$ cat config.mk
export PLATFORM = sky130hd
export DESIGN_NAME = shared_reg_arbiter
export DESIGN_NICKNAME = d
export VERILOG_FILES = /design/src/rtl/shared_reg_arb_pkg.sv /design/src/rtl/shared_reg_arbiter_rr_pick.sv /design/src/rtl/shared_reg_arbiter.sv
export SDC_FILE = /design/constraint.sdc
export NUM_CORES = 1
export LEC_CHECK = 0
export ABC_AREA = 1
export BUFFER_PORTS_ARGS = -buffer_cell sky130_fd_sc_hd__buf_4
export CAP_MARGIN = 30
export CORE_MARGIN = 2
export CORE_UTILIZATION = 41
export CTS_CLUSTER_DIAMETER = 200
export DETAILED_ROUTE_END_ITERATION = 8
export PLACE_DENSITY = 0.83
export RECOVER_POWER = 50
export SLEW_MARGIN = 20
export SYNTH_ARGS = -nofsm -noshare
export SYNTH_HDL_FRONTEND = slang
export SYNTH_SLANG_ARGS = --single-unit
$ cat constraint.sdc
create_clock -name Clk -period 2.4 [get_ports Clk]
set_input_delay 0.36 -clock Clk [delete_from_list [all_inputs] [get_ports Clk]]
set_output_delay 0.36 -clock Clk [all_outputs]
set_load 0.01 [all_outputs]
$ cat src/rtl/shared_reg_arb_pkg.sv
// Shared definitions for the shared-register write arbiter: FSM state
// encodings and default data/requester dimensions.
package shared_reg_arb_pkg;

  typedef enum logic [1:0] {
    IDLE   = 2'd0,
    GRANT  = 2'd1,
    LOCKED = 2'd2
  } arb_state_t;

  localparam int unsigned DEF_WIDTH   = 8;
  localparam int unsigned DEF_NUM_REQ = 4;

endpackage

$ cat src/rtl/shared_reg_arbiter_rr_pick.sv
// Combinational round-robin picker: first set request bit at or above the
// pointer, wrapping from N-1 back to 0.
module rr_pick #(
  parameter int unsigned N  = 4,
  parameter int unsigned PW = $clog2(N)
) (
  input  logic [N-1:0]  req,
  input  logic [PW-1:0] ptr,
  output logic [N-1:0]  gnt,
  output logic [PW-1:0] idx,
  output logic          valid
);

  int unsigned j;

  always_comb begin
    gnt   = '0;
    idx   = '0;
    valid = 1'b0;
    j     = 0;
    for (int unsigned i = 0; i < N; i++) begin
      j = (32'(ptr) + i) % N;
      if (!valid && req[j]) begin
        valid  = 1'b1;
        gnt[j] = 1'b1;
        idx    = PW'(j);
      end
    end
  end

endmodule

$ cat src/rtl/shared_reg_arbiter.sv
// Round-robin write arbiter in front of a shared register; feeds Reg_Q back
// while no grant is active. Bus lock is built only with SHARED_REG_ARB_LOCK_EN.
module shared_reg_arbiter
  import shared_reg_arb_pkg::*;
#(
  parameter int unsigned NUM_REQ  = DEF_NUM_REQ,
  parameter int unsigned WIDTH    = DEF_WIDTH,
  parameter int unsigned MAX_LOCK = 15
) (
  input  logic                       Clk,
  input  logic                       Rst,
  input  logic [NUM_REQ-1:0]         Req,
  input  logic [NUM_REQ-1:0]         Lock,
  input  logic [NUM_REQ*WIDTH-1:0]   Data,
  input  logic [WIDTH-1:0]           Reg_Q,
  output logic [WIDTH-1:0]           Reg_I,
  output logic [NUM_REQ-1:0]         Gnt,
  output logic [$clog2(NUM_REQ)-1:0] Owner,
  output logic                       Busy
);

  localparam int unsigned OW = $clog2(NUM_REQ);

  arb_state_t         state_q;
  logic [NUM_REQ-1:0] gnt_q;
  logic [OW-1:0]      owner_q;
  logic [OW-1:0]      ptr_q;
  logic               busy_q;

  logic [OW-1:0]      next_ptr;
  logic [OW-1:0]      pick_ptr;
  logic [NUM_REQ-1:0] pick_gnt;
  logic [OW-1:0]      pick_idx;
  logic               pick_valid;
  logic               lock_own;

  assign next_ptr = (owner_q == OW'(NUM_REQ - 1)) ? '0 : owner_q + 1'b1;

  // From IDLE the stored pointer is current; while granted, the pointer is
  // about to become owner+1, so arbitrate with that value directly.
  assign pick_ptr = (state_q == IDLE) ? ptr_q : next_ptr;

  rr_pick #(
    .N  (NUM_REQ),
    .PW (OW)
  ) u_pick (
    .req   (Req),
    .ptr   (pick_ptr),
    .gnt   (pick_gnt),
    .idx   (pick_idx),
    .valid (pick_valid)
  );

`ifdef SHARED_REG_ARB_LOCK_EN
  localparam int unsigned CW = $clog2(MAX_LOCK + 1);
  logic [CW-1:0] cnt_q;
  assign lock_own = Lock[owner_q];
`else
  localparam int unsigned unused_max_lock = MAX_LOCK;
  logic unused_lock;
  assign unused_lock = ^Lock;
  assign lock_own    = 1'b0;
`endif

  always_ff @(posedge Clk) begin
    if (Rst) begin
      state_q <= IDLE;
      gnt_q   <= '0;
      owner_q <= '0;
      ptr_q   <= '0;
      busy_q  <= 1'b0;
`ifdef SHARED_REG_ARB_LOCK_EN
      cnt_q   <= '0;
`endif
    end else begin
      case (state_q)
        IDLE: begin
          if (pick_valid) begin
            state_q <= GRANT;
            gnt_q   <= pick_gnt;
            owner_q <= pick_idx;
            busy_q  <= 1'b1;
          end
        end
        GRANT: begin
          ptr_q <= next_ptr;
          if (lock_own) begin
            state_q <= LOCKED;
`ifdef SHARED_REG_ARB_LOCK_EN
            cnt_q   <= CW'(1);
`endif
          end else if (pick_valid) begin
            gnt_q   <= pick_gnt;
            owner_q <= pick_idx;
          end else begin
            state_q <= IDLE;
            gnt_q   <= '0;
            busy_q  <= 1'b0;
          end
        end
`ifdef SHARED_REG_ARB_LOCK_EN
        LOCKED: begin
          if (!lock_own || cnt_q == CW'(MAX_LOCK)) begin
            cnt_q <= '0;
            if (pick_valid) begin
              state_q <= GRANT;
              gnt_q   <= pick_gnt;
              owner_q <= pick_idx;
            end else begin
              state_q <= IDLE;
              gnt_q   <= '0;
              busy_q  <= 1'b0;
            end
          end else begin
            cnt_q <= cnt_q + 1'b1;
          end
        end
`endif
        default: begin
          state_q <= IDLE;
          gnt_q   <= '0;
          busy_q  <= 1'b0;
        end
      endcase
    end
  end

  assign Gnt   = gnt_q;
  assign Owner = owner_q;
  assign Busy  = busy_q;
  assign Reg_I = (|gnt_q) ? Data[owner_q*WIDTH +: WIDTH] : Reg_Q;

endmodule
==> out/qor.yml <==
status: "complete, no violations"
worst_path_max_delay_cell: "ha_4"
ant_nets: 0
yosys_warnings: 0
p_int_w: 0.00122
syn_nets: 270
cts_buffers: 3
wl_per_cell_um: 11.3
setup-violations-final: 0
drive_gt1_share_pct: 36.0
gp_congestion: 0.877
diodes: 0
hold_violations: 0
clkSinkCount: 9
grt_pass1_wl_um: 5420
regArea_um2: 181
cp_cell_sequence: "ha_2 -> nor2_4 -> nand2_4 -> nand2_8 -> inv_1 -> ha_4 -> inv_2 -> nand3_2 -> nand2_4 -> nor2_8 -> nand2_4 -> nor2_4 -> ha_4 -> xnor2_2 -> nor2_1"
critical_path.startpoint_type: "flop"
syn_area_um2: 1280
via_per_inst: 5.12
fmax_mhz: 439
place_area_um2: 1810
ir_worst_vdd_mv: 0.990
max_stage_delay_ns: 0.32
die_w_um: 59.9
tightestPinTransition_ns: 0.485
regToRegStartpoint: "Owner[0]$_SDFFE_PP0P_"
ff2ff_path_depth: 15
syn2layout_area_growth_pct: 45.0
tritoncts: "yes"
worstHoldPathType: "input port to flop"
synth_seq_cells: 9
slew_viol_final: 0
synth_seq_area_share_pct: 14.0
dieHeight_um: 59.9
routed_wl_um: 3530
postLayoutCellArea_um2: 1860
cp_top_family: "simple AND/OR/NAND/NOR gates"
multiInputGateArea_um2: 1030
cp.arrival_ns: 2.43
met2_usage_pct: 36.0
rr_endpoint: "Busy$_SDFFE_PP0P_"
cts_buffer_depth: 2
worstSetupEndpoint: "Busy$_SDFFE_PP0P_"
rows: 20
pwr_density_cell_nw_per_um2: 1460
switching_share_pct: 55.3
leakage_nw: 0.943
finalCriticalPeriod_ns: 2.28
p_clk_share_pct: 4.3
crit_fanout: 5
combPwrFrac_pct: 86.8
grt_max_degree: 20
path_buf_inv: 2
critPathMostFrequentCell: "nand2_4"
ff2ff_setup_slack_ns: 0.12
num-fill-cells: 312
cts_htree_levels: 1
placed_cells: 304
worstPathRequired_ns: 2.55
antenna_found_initial: 0
finalNonFillerCells: 311
gr-usage-met1_pct: 20.7
drt_iter0_drc: 60
grt_pass1_vias: 1339
track_usage_pct: 18.9
clk_pin_slew_ns: 0.06
grt_overflow: 0
power_frac_seq_pct: 9.0
io_pins: 65
hpwlAfterDp_um: 2780
synthCells: 211
holdWs_ns: 0.318
yosysUniqueCellTypes: 30
crit_start: "Owner[0]$_SDFFE_PP0P_"
num_vias: 1593
grt_util_met3_pct: 6.06
path_depth: 15
first_pass_iters: 4
path_class: "flop to flop"
core_um2: 3000
slew_headroom_pct: 67.7
start_util_pct: 42.7
drc: 0
skew_ns: 0.00257
postSynthAreaPerCell_um2: 6.08
grt_busiest_layer: "met2"
fin_crit_sh_pct: 94.9
io_buffers: 60
endpoint_kind: "flop"
die_area_um2: 3590
nets: 338
clock_latency_ns: 0.26
root_buffer: "clkbuf_4"
p_sw_w: 0.00150
maxCapViolCount: 0
-- stage by stage --
step | worst slack, ns | TNS (ns) | power, W | util, %
after global routing | -0.0194 | -0.0477 | 0.00301 | 61.9
after detailed placement | 0.0449 | 0 | 0.00250 | 60.3
after global placement | 0.0771 | 0 | 0.00246 | 60.3
after CTS | 0.00943 | 0 | 0.00262 | 61.2
final | 0.122 | 0 | 0.00272 | 61.9
after floorplan | 0.0167 | 0 | 0.00192 | -
-- registers in the layout (all words and copies together) (netlist names) --
register and cells:
ptr_q 2, Gnt 4, Owner 2, Busy 1
-- how the worst min path moves through the flow --
stage | cells past startpoint | endpoint | startpoint
5_1_grt | 2 | Busy$_SDFFE_PP0P_ | Rst
2_1_floorplan | 2 | Gnt[0]$_SDFFE_PP0P_ | Gnt[0]$_SDFFE_PP0P_
3_3_place_gp | 2 | Gnt[0]$_SDFFE_PP0P_ | Gnt[0]$_SDFFE_PP0P_
6_report | 2 | Gnt[1]$_SDFFE_PP0P_ | Rst
4_1_cts | 2 | Gnt[1]$_SDFFE_PP0P_ | Rst
3_5_place_dp | 2 | Gnt[2]$_SDFFE_PP0P_ | Gnt[2]$_SDFFE_PP0P_
-- timing repair --
| item | CTS | global route |
|---|---|---|
| hold buffers | 0 | 0 |
| resized for setup | 0 | 7 |
| buffers inserted | 0 | 3 |
| setup endpoints to repair | 0 | 5 |
-- power groups by stage --
stage | logic (W) | registers (W) | clock network (W)
detailed placement | 0.00225 | 0.000243 | 0
global route | 0.00263 | 0.000251 | 0.000131
finish | 0.00236 | 0.000244 | 0.000116
global placement | 0.00222 | 0.000241 | 0
floorplan | 0.00167 | 0.000256 | 0
CTS | 0.00226 | 0.000239 | 0.000119
-- layer usage --
metal | vias to the layer above | routed length [um]
met1 | 705 | 1450
met3 | 2 | 348
li1 | 829 | -
met5 | - | 0
met2 | 57 | 1700
met4 | 0 | 24
-- cells in the mapped netlist --
master | count | share of area (%)
nor2_1 | 48 | 14
nand2_1 | 36 | 11
nand3_1 | 20 | 7.8
o21ai_0 | 18 | 7.0
inv_1 | 17 | 5.0
dfxtp_1 | 9 | 14
ha_1 | 9 | 8.8
a31oi_1 | 7 | 3.4
nand2_2 | 6 | 2.9
nand2_4 | 6 | 5.3
a21oi_1 | 4 | 1.6
nand3_2 | 4 | 3.1
nand4_1 | 4 | 2.0
clkbuf_1 | 3 | 0.88
inv_2 | 3 | 0.88
buf_2 | 2 | 0.78
nor2_4 | 2 | 1.8
buf_1 | 1 | 0.29
buf_6 | 1 | 0.88
inv_4 | 1 | 0.49
mux2_2 | 1 | 0.88
nand3_4 | 1 | 1.4
nand3b_1 | 1 | 0.59
nor2_2 | 1 | 0.49
nor2_8 | 1 | 1.6
o21ai_2 | 1 | 0.68
o21ai_4 | 1 | 1.3
o22ai_1 | 1 | 0.49
or4_1 | 1 | 0.59
xnor2_1 | 1 | 0.68
-- final cells by class --
cell class / instances / area share (%)
Timing Repair Buffer: 70 / 26.6
Inverter: 21 / 4.37
Clock buffer: 4 / 1.41
Sequential cell: 9 / 9.76
Tap cell: 33 / 2.22
Multi-Input combinational cell: 174 / 55.6
-- layout by cell type (no fill, tap or decap), types with 2 or more instances in the layout --
master / instances
nand4_1: 4
nand3_1: 19
nor2_4: 2
nand3_2: 5
inv_2: 4
nand2_1: 36
ha_1: 6
o21ai_0: 18
a31oi_1: 7
dfxtp_1: 8
ha_4: 2
clkbuf_1: 9
inv_1: 16
buf_4: 62
clkbuf_4: 3
nand2_4: 5
a21oi_1: 4
nor2_1: 48
nand2_2: 6
-- cell families after synthesis --
group / Yosys count / synth area share [%]
buf+inv: 28 / 9.17
flops: 9 / 14.0
simple gates: 131 / 52.0
xor+xnor: 1 / 0.683
compound gates: 32 / 14.4
mux: 1 / 0.878
fa+ha+maj: 9 / 8.78
-- worst register-to-register path: cells and delay by family (launching register included) --
kind                     cells  cell delay, ns
adder cells (fa/ha/maj)      3            0.73
flip-flops                   1            0.31
buffers and inverters        2            0.12
XOR/XNOR                     1            0.13
AND/OR/NAND/NOR              9            0.87
Power figures use the tool's default switching activity.
